===== config.mk =====
export PLATFORM = sky130hd
export DESIGN_NAME = ble_cmd_assembler
export DESIGN_NICKNAME = d
export VERILOG_FILES = /design/src/rtl/tb_package.sv /design/src/rtl/resp_tx_ctrl.sv /design/src/rtl/ble_cmd_assembler.sv
export SDC_FILE = /design/constraint.sdc
export NUM_CORES = 1
export LEC_CHECK = 0
export CORE_MARGIN = 4
export CORE_UTILIZATION = 49
export CTS_CLUSTER_DIAMETER = 200
export CTS_CLUSTER_SIZE = 8
export DETAILED_ROUTE_END_ITERATION = 8
export PLACE_DENSITY = 0.78
export REMOVE_ABC_BUFFERS = 1
export SLEW_MARGIN = 20
export SYNTH_ARGS = -nofsm -noshare
export SYNTH_HDL_FRONTEND = slang
export SYNTH_SLANG_ARGS = --single-unit

===== constraint.sdc =====
create_clock -name clk -period 2.42 [get_ports clk]
set_clock_uncertainty 0.1 [all_clocks]
set_input_delay 0.363 -clock clk [delete_from_list [all_inputs] [get_ports clk]]
set_output_delay 0.363 -clock clk [all_outputs]
set_load 0.005 [all_outputs]

===== src/rtl/tb_package.sv =====
// ============================================================================
// Module      : tb_package
// Description : Shared constants and FSM state types for the BLE command
//               assembler and its response transmitter.
// Revision    : 1.0 - initial release
// ============================================================================
`default_nettype none

package tb_package;

  // Response bytes sent back to the host
  localparam logic [7:0]  COMM_COMPLETE     = 8'hA5;
  localparam logic [7:0]  COMM_INTERMEDIATE = 8'h5A;

  // Command codes
  localparam logic [15:0] CALIBRATE         = 16'h0000;

  // Rx assembly: waiting for the high byte or the low byte
  typedef enum logic [0:0] {
    RX_HIGH = 1'b0,
    RX_LOW  = 1'b1
  } rx_state_t;

  // Tx response: idle or waiting for the UART to finish
  typedef enum logic [0:0] {
    TX_IDLE = 1'b0,
    TX_BUSY = 1'b1
  } tx_state_t;

endpackage

`default_nettype wire


===== src/rtl/resp_tx_ctrl.sv =====
// ============================================================================
// Module      : resp_tx_ctrl
// Description : Hands one response byte at a time to the UART transmitter.
//               Requests arriving while a byte is in flight are dropped.
// Revision    : 1.0 - initial release
// ============================================================================
`default_nettype none

module resp_tx_ctrl
  import tb_package::*;
(
  input  logic       clk,
  input  logic       rst,
  input  logic [7:0] resp,
  input  logic       send_resp,
  input  logic       tx_done,
  output logic       trmt,
  output logic [7:0] tx_data,
  output logic       resp_sent
);

  tx_state_t  r_state;
  logic [7:0] r_tx_data;
  logic       r_trmt;
  logic       r_resp_sent;

  // Tx FSM: latch the byte and kick the UART, then wait for tx_done
  always_ff @(posedge clk) begin
    if (rst) begin
      r_state     <= TX_IDLE;
      r_tx_data   <= 8'h00;
      r_trmt      <= 1'b0;
      r_resp_sent <= 1'b0;
    end else begin
      r_trmt      <= 1'b0;
      r_resp_sent <= 1'b0;
      if (r_state == TX_IDLE) begin
        // tx_done is meaningless here and is deliberately ignored
        if (send_resp) begin
          r_tx_data <= resp;
          r_trmt    <= 1'b1;
          r_state   <= TX_BUSY;
        end
      end else begin
        // tx_data stays frozen; new send_resp requests are dropped
        if (tx_done) begin
          r_resp_sent <= 1'b1;
          r_state     <= TX_IDLE;
        end
      end
    end
  end

  assign trmt      = r_trmt;
  assign tx_data   = r_tx_data;
  assign resp_sent = r_resp_sent;

endmodule

`default_nettype wire


===== src/rtl/ble_cmd_assembler.sv =====
// ============================================================================
// Module      : ble_cmd_assembler
// Description : Assembles two UART bytes into a 16-bit command with an
//               inter-byte timeout and overrun flag, and forwards response
//               bytes to the UART transmitter.
// Revision    : 1.0 - initial release
// ============================================================================
`default_nettype none

module ble_cmd_assembler
  import tb_package::*;
#(
  parameter int TIMEOUT_CLKS = 50000
) (
  input  logic        clk,
  input  logic        rst,
  input  logic        rx_rdy,
  input  logic [7:0]  rx_data,
  output logic        clr_rx_rdy,
  output logic [15:0] cmd,
  output logic        cmd_rdy,
  input  logic        clr_cmd_rdy,
  output logic        frame_err,
  output logic        ovr,
  input  logic [7:0]  resp,
  input  logic        send_resp,
  output logic        resp_sent,
  output logic        trmt,
  output logic [7:0]  tx_data,
  input  logic        tx_done
);

  localparam logic [15:0] c_TO_LAST = 16'(TIMEOUT_CLKS - 1);

  rx_state_t   r_rx_state;
  logic [7:0]  r_high;
  logic [15:0] r_cnt;
  logic [15:0] r_cmd;
  logic        r_cmd_rdy;
  logic        r_clr_rx_rdy;
  logic        r_frame_err;
  logic        r_ovr;

  logic        w_take;
  logic        w_complete;
  logic        w_timeout;

  // The receiver still shows rx_rdy during our acknowledge cycle; ignore it
  // there so a byte is never consumed twice.
  assign w_take     = rx_rdy & ~r_clr_rx_rdy;
  assign w_complete = w_take & (r_rx_state == RX_LOW);
  // A byte arriving on the timeout cycle wins over the timeout
  assign w_timeout  = (r_rx_state == RX_LOW) & ~w_take & (r_cnt == c_TO_LAST);

  // Rx FSM: high/low byte capture, acknowledge pulse and inter-byte timeout
  always_ff @(posedge clk) begin
    if (rst) begin
      r_rx_state   <= RX_HIGH;
      r_high       <= 8'h00;
      r_cnt        <= 16'h0000;
      r_clr_rx_rdy <= 1'b0;
      r_frame_err  <= 1'b0;
    end else begin
      r_clr_rx_rdy <= w_take;
      r_frame_err  <= w_timeout;
      if (r_rx_state == RX_HIGH) begin
        if (w_take) begin
          r_high     <= rx_data;
          r_cnt      <= 16'h0000;
          r_rx_state <= RX_LOW;
        end
      end else begin
        if (w_take || w_timeout) begin
          r_rx_state <= RX_HIGH;
        end else begin
          r_cnt <= r_cnt + 16'h0001;
        end
      end
    end
  end

  // Command register: set on completion (set beats clear), flag overruns
  always_ff @(posedge clk) begin
    if (rst) begin
      r_cmd     <= 16'h0000;
      r_cmd_rdy <= 1'b0;
      r_ovr     <= 1'b0;
    end else begin
      r_ovr <= w_complete & r_cmd_rdy & ~clr_cmd_rdy;
      if (w_complete) begin
        r_cmd     <= {r_high, rx_data};
        r_cmd_rdy <= 1'b1;
      end else if (clr_cmd_rdy) begin
        r_cmd_rdy <= 1'b0;
      end
    end
  end

  assign clr_rx_rdy = r_clr_rx_rdy;
  assign cmd        = r_cmd;
  assign cmd_rdy    = r_cmd_rdy;
  assign frame_err  = r_frame_err;
  assign ovr        = r_ovr;

  resp_tx_ctrl u_resp_tx_ctrl (
    .clk       (clk),
    .rst       (rst),
    .resp      (resp),
    .send_resp (send_resp),
    .tx_done   (tx_done),
    .trmt      (trmt),
    .tx_data   (tx_data),
    .resp_sent (resp_sent)
  );

endmodule

`default_nettype wire

# ---- Word level (Yosys, flattened, before mapping)
# Cells that the tools add are included.
dict set report totals {
  regBits 56
  word_cells 46
}
dict set report op_classes {
  n_addsub 1
  n_reduce_logical 8
  mux 12
  eq_ne 2
  bitwise_logic 11
}
# op n
set op_table {}
lappend op_table {{16-bit two-way mux} 3}
lappend op_table {{16-bit by 1-bit adder with 16-bit output (second input constant)} 1}
lappend op_table {{16-bit equality test (second input constant)} 1}
lappend op_table {{1-bit two-way mux} 9}
lappend op_table {{1-bit bitwise AND} 6}
lappend op_table {{2-bit AND reduction} 3}
lappend op_table {{1-bit inverter} 5}
lappend op_table {{2-bit nonzero test} 2}
lappend op_table {{2-bit OR reduction} 2}
lappend op_table {{2-bit != test (second input constant)} 1}
lappend op_table {{1-bit logical OR} 1}

# ---- Logic depth before layout (Yosys ltp)
dict set report logic_depth {
  word_depth 8
  mapped_depth 6
  depth_no_buf 5
}

# ---- Cells and area by module
# From an unflattened synthesis, not the netlist that was laid out.
dict set report hier_totals {
  cells_unflattened 271
  hier_area_um2 2347.3
}
# module n_inst area_per_inst_um2 cells_each seq_area_each_um2
set by_module_without_submodules {}
lappend by_module_without_submodules {ble_cmd_assembler 1 1896.8 229 900.9}
lappend by_module_without_submodules {resp_tx_ctrl 1 450.4 42 220.2}

# ---- Worst setup path before layout
# OpenSTA, ideal clock, no wires.
dict set report synth_path {
  kind {flip-flop to flip-flop}
  startpoint {register r_cnt[11]}
  endpoint {register r_cnt[2]}
  setup_time_ps 62
  stages_incl_launch_ff 5
  t_arrival_ps 1986
  period_less_slack_ps 2147
  path_slack_ps 273
  cell_sequence {dfxtp_1 or4b_4 or4_4 or4b_1 nand3_1}
}
dict set report synth_between {
  elab_chain_len 5
}
# element line
set synth_lines {}
lappend synth_lines {{start: declaration} ble_cmd_assembler.sv:37} ;# logic [15:0] r_cnt;
lappend synth_lines {{start signal: assignment} ble_cmd_assembler.sv:76} ;# r_cnt <= r_cnt + 16'h0001;
lappend synth_lines {{16-bit equality test} ble_cmd_assembler.sv:53} ;# assign w_timeout = (r_rx_state == RX_LOW) & ~w_take & (r_cnt == c_TO_LAST);
lappend synth_lines {{1-bit bitwise AND} ble_cmd_assembler.sv:53}
lappend synth_lines {{1-bit logical OR} ble_cmd_assembler.sv:73} ;# if (w_take || w_timeout) begin
lappend synth_lines {{2-bit != test (no source line)} n/a}
lappend synth_lines {{2-bit AND reduction (no source line)} n/a}
# No other way between the ends.
# A chain may end at the register's enable or synchronous reset.

# ---- Worst setup path after layout
# Ends and elaborated chain as after synthesis.

==> summary.md <==
| Metric | Value |
|---|---|
| Syn Area/Cell | 8.16 um^2 |
| Yosys reg bits | 56 |
| Required @ worst endpoint | 2580 ps |
| WHS Endpoint | cmd[8]$_SDFFE_PP0P_ |
| Tmin final | 2240 ps |
| Routed WL | 4.93 mm |
| Register area share after synthesis | 49.8% |
| Post-cts gate resize count | 0 |
| CTS tree | built |
| Gate Count Post-Synth | 276 |
| Fmax | 446 MHz |
| Final Hold Fails | 0 |
| Asr flop ratio synth | 0% |
| Drt first pass iters | 4 |
| Slowest stage delay, CP | 560 ps |
| Final nets | 346 |
| R2R setup slack | 180 ps |
| Relative slew slack | 61.7% |
| Status | finished, final reports clean |
| Reg2Reg Depth | 4 |
| Die width | 75.8 um |
| Routed vias | 2050 |
| Vias per cell | 5.45 |
| CTS root buf | clkbuf_8 |
| Part of the cycle the worst path needs | 92.6% |
| Worst Path Buf+Inv | 0 |
| Commonest non-fill, non-tap cells in the layout | nand2_1, dfxtp_1, clkdlybuf4s50_1 |
| Start point of the worst hold path | r_high[0]$_SDFFE_PP0P_ |
| Worst slew pin tran | 572 ps |
| Max_cap viols | 0 |
| Clk slew on worst S/H paths | 100 ps |
| PwrDens | 575 nW/um^2 |
| First-pass GRT wire length | 8.07 mm |
| H-tree lvl count | 2 |
| Port Buffer Count | 51 |
| Antenna violations before repair | 0 |
| Top-area cell type share of the netlist area | 49.8% |
| Max-slew violation count | 0 |
| Clock buffer count from CTS | 5 |
| Gr usage total | 18.1% |
| Setup Buffers After CTS | 0 |
| Cell taking the most area after synthesis | dfxtp_1 |
| Worst r2r src | r_cnt[11]$_SDFFE_PP0P_ |
| Synth cell types | 35 |
| Commonest non-fill, non-tap cell in the layout | nand2_1 |
| Setup-failing EPs final | 0 |
| GRT Residual Overflow | 0 |
| Synthesis warning total | 0 |
| Hold_ws | 350 ps |
| Number of global-route vias before repair | 1793 |
| Layout cells sized above 1 | 5.56% |
| DRC Markers | 0 |
| Largest net degree at the start of global routing | 30 |
| Die Y | 75.8 um |
| WHS Path Cells | 2 |
| Critical path fanouts, max | 6 |
| Number of synthesized flops with an enable pin | 0 |
| Critical Path AT | 2400 ps |
| Core area | 4410 um^2 |
| Setup TNS | 0 ps |
| Layout Utilization | 65.6% |
| CP endpoint kind | flop |
| CP max stage cell | or4b_4 |
| Largest cells by area after synthesis | dfxtp_1, nand2_1, a21oi_1 |
| Placement Rows | 24 |
| RSZ-0062 raised after global routing | false |
| Die Area | 5750 um^2 |
| Cell Area, Synth | 2250 um^2 |
| Ant. Diodes | 0 |
| Critical path class | flop to flop |
| Boundary Pins | 52 |
| Max clock buf depth | 2 |
| Worst Setup Start Kind | flop |
| Worst IR Drop VDD | 243 uV |
| Commonest register cell after synthesis | dfxtp_1 |
| Pleak | 0.971 nW |
| Placer Congestion | 0.799 |
| Routed Antenna Nets | 0 |
| Min-delay worst type | flop to flop |
| Family with the most delay on the worst path | simple AND/OR/NAND/NOR gates |
| Routed WL per cell | 13.1 um |
| Clock Latency Late Sink | 310 ps |
| CP Cell Sequence | or4b_4 -> or4_4 -> or4b_1 -> nand3_1 |
| Clk sink count | 56 |
| DR iter-0 viols | 155 |
| Syn-to-layout area delta | 28.4% |
| R2R Path End | r_cnt[2]$_SDFFE_PP0P_ |
| Initial core utilization | 51.0% |
| Dpl hpwl | 3.43 mm |
| Hold buffer count at CTS | 0 |
[tightest hold or removal path, stage by stage (launching register included)]
cell	delay, ps
dfxtp_1	320
nand2_1	50
a21oi_1	50
[cell usage after synthesis (2+ instances only)]
cell,n
clkbuf_1,13
nand4_1,7
a21oi_1,45
nor2b_1,3
and3_1,3
or4_1,5
inv_1,3
o31ai_1,2
or3_1,6
o211ai_1,7
and2_1,4
and4_1,2
dfxtp_1,56
o221ai_1,2
nand2b_1,6
o21ai_0,5
buf_1,2
nand3_1,5
nor3_1,4
nor2_1,6
nand2_1,76
[worst max-delay path by stage]
| stage | startpoint | endpoint | slack (ps) | depth (start not counted) |
|---|---|---|---|---|
| detailed placement | r_cnt[11]$_SDFFE_PP0P_ | r_cnt[2]$_SDFFE_PP0P_ | 210 | 4 |
| floorplan | r_cnt[11]$_SDFFE_PP0P_ | r_cnt[2]$_SDFFE_PP0P_ | 270 | 4 |
| finish | r_cnt[11]$_SDFFE_PP0P_ | r_cnt[2]$_SDFFE_PP0P_ | 180 | 4 |
| global route | r_cnt[11]$_SDFFE_PP0P_ | r_cnt[2]$_SDFFE_PP0P_ | 120 | 4 |
| global placement | r_cnt[11]$_SDFFE_PP0P_ | r_cnt[2]$_SDFFE_PP0P_ | 230 | 4 |
| CTS | r_cnt[11]$_SDFFE_PP0P_ | r_cnt[2]$_SDFFE_PP0P_ | 180 | 4 |
[report_power, final]
group | internal, W | switching [W] | total (W)
clock | 0.000234 | 0.000296 | 0.000530
combinational | 0.0000829 | 0.0000840 | 0.000167
sequential | 0.000950 | 0.0000176 | 0.000967
total | 0.00127 | 0.000398 | 0.00166
[layer usage]
metal / track usage, % / part of all wire [%] / up-vias
met5: 0 / 0 / -
met4: 6.80 / 1.5 / 0
met3: 4.35 / 7.9 / 11
met2: 29.6 / 45 / 61
met1: 23.1 / 45 / 923
li1: - / - / 1055
[stage by stage]
stage / power [W] / cells / area [um^2] / setup slack [ps]
6_report: 0.00166 / 376 / 2890 / 178
2_1_floorplan: 0.00105 / 261 / 2200 / 273
3_3_place_gp: 0.00115 / 368 / 2800 / 228
5_1_grt: 0.00174 / 376 / 2890 / 118
3_5_place_dp: 0.00116 / 368 / 2800 / 206
4_1_cts: 0.00169 / 376 / 2890 / 175
[sequential cells by signal, indices dropped and copies added (netlist names)]
register,count
u_resp_tx_ctrl.resp_sent,1
u_resp_tx_ctrl.tx_data,8
clr_rx_rdy,1
r_cnt,16
cmd_rdy,1
u_resp_tx_ctrl.trmt,1
frame_err,1
ovr,1
cmd,16
u_resp_tx_ctrl.r_state,1
r_rx_state,1
r_high,8
[kinds of logic after synthesis]
logic type / count (synthesis) / share of synthesized area, %
XOR/XNOR: 1 / 0.389
AND/OR/NAND/NOR: 136 / 30.3
multiplexers: 1 / 0.500
AO/OA/AOI/OAI: 63 / 15.5
flip-flops: 56 / 49.8
buffers and inverters: 18 / 3.00
adder cells (fa/ha/maj): 1 / 0.555
[area by class of cell]
cell class,count,area (um^2)
fillers,388,1520
flip-flops and latches,56,1120
multi-input cells,202,1060
repair buffers,55,536
clock buffers,6,82.6
well taps,52,65.1
clock inverters,2,13.8
inverters,3,11.3
Power figures use the tool's default switching activity.
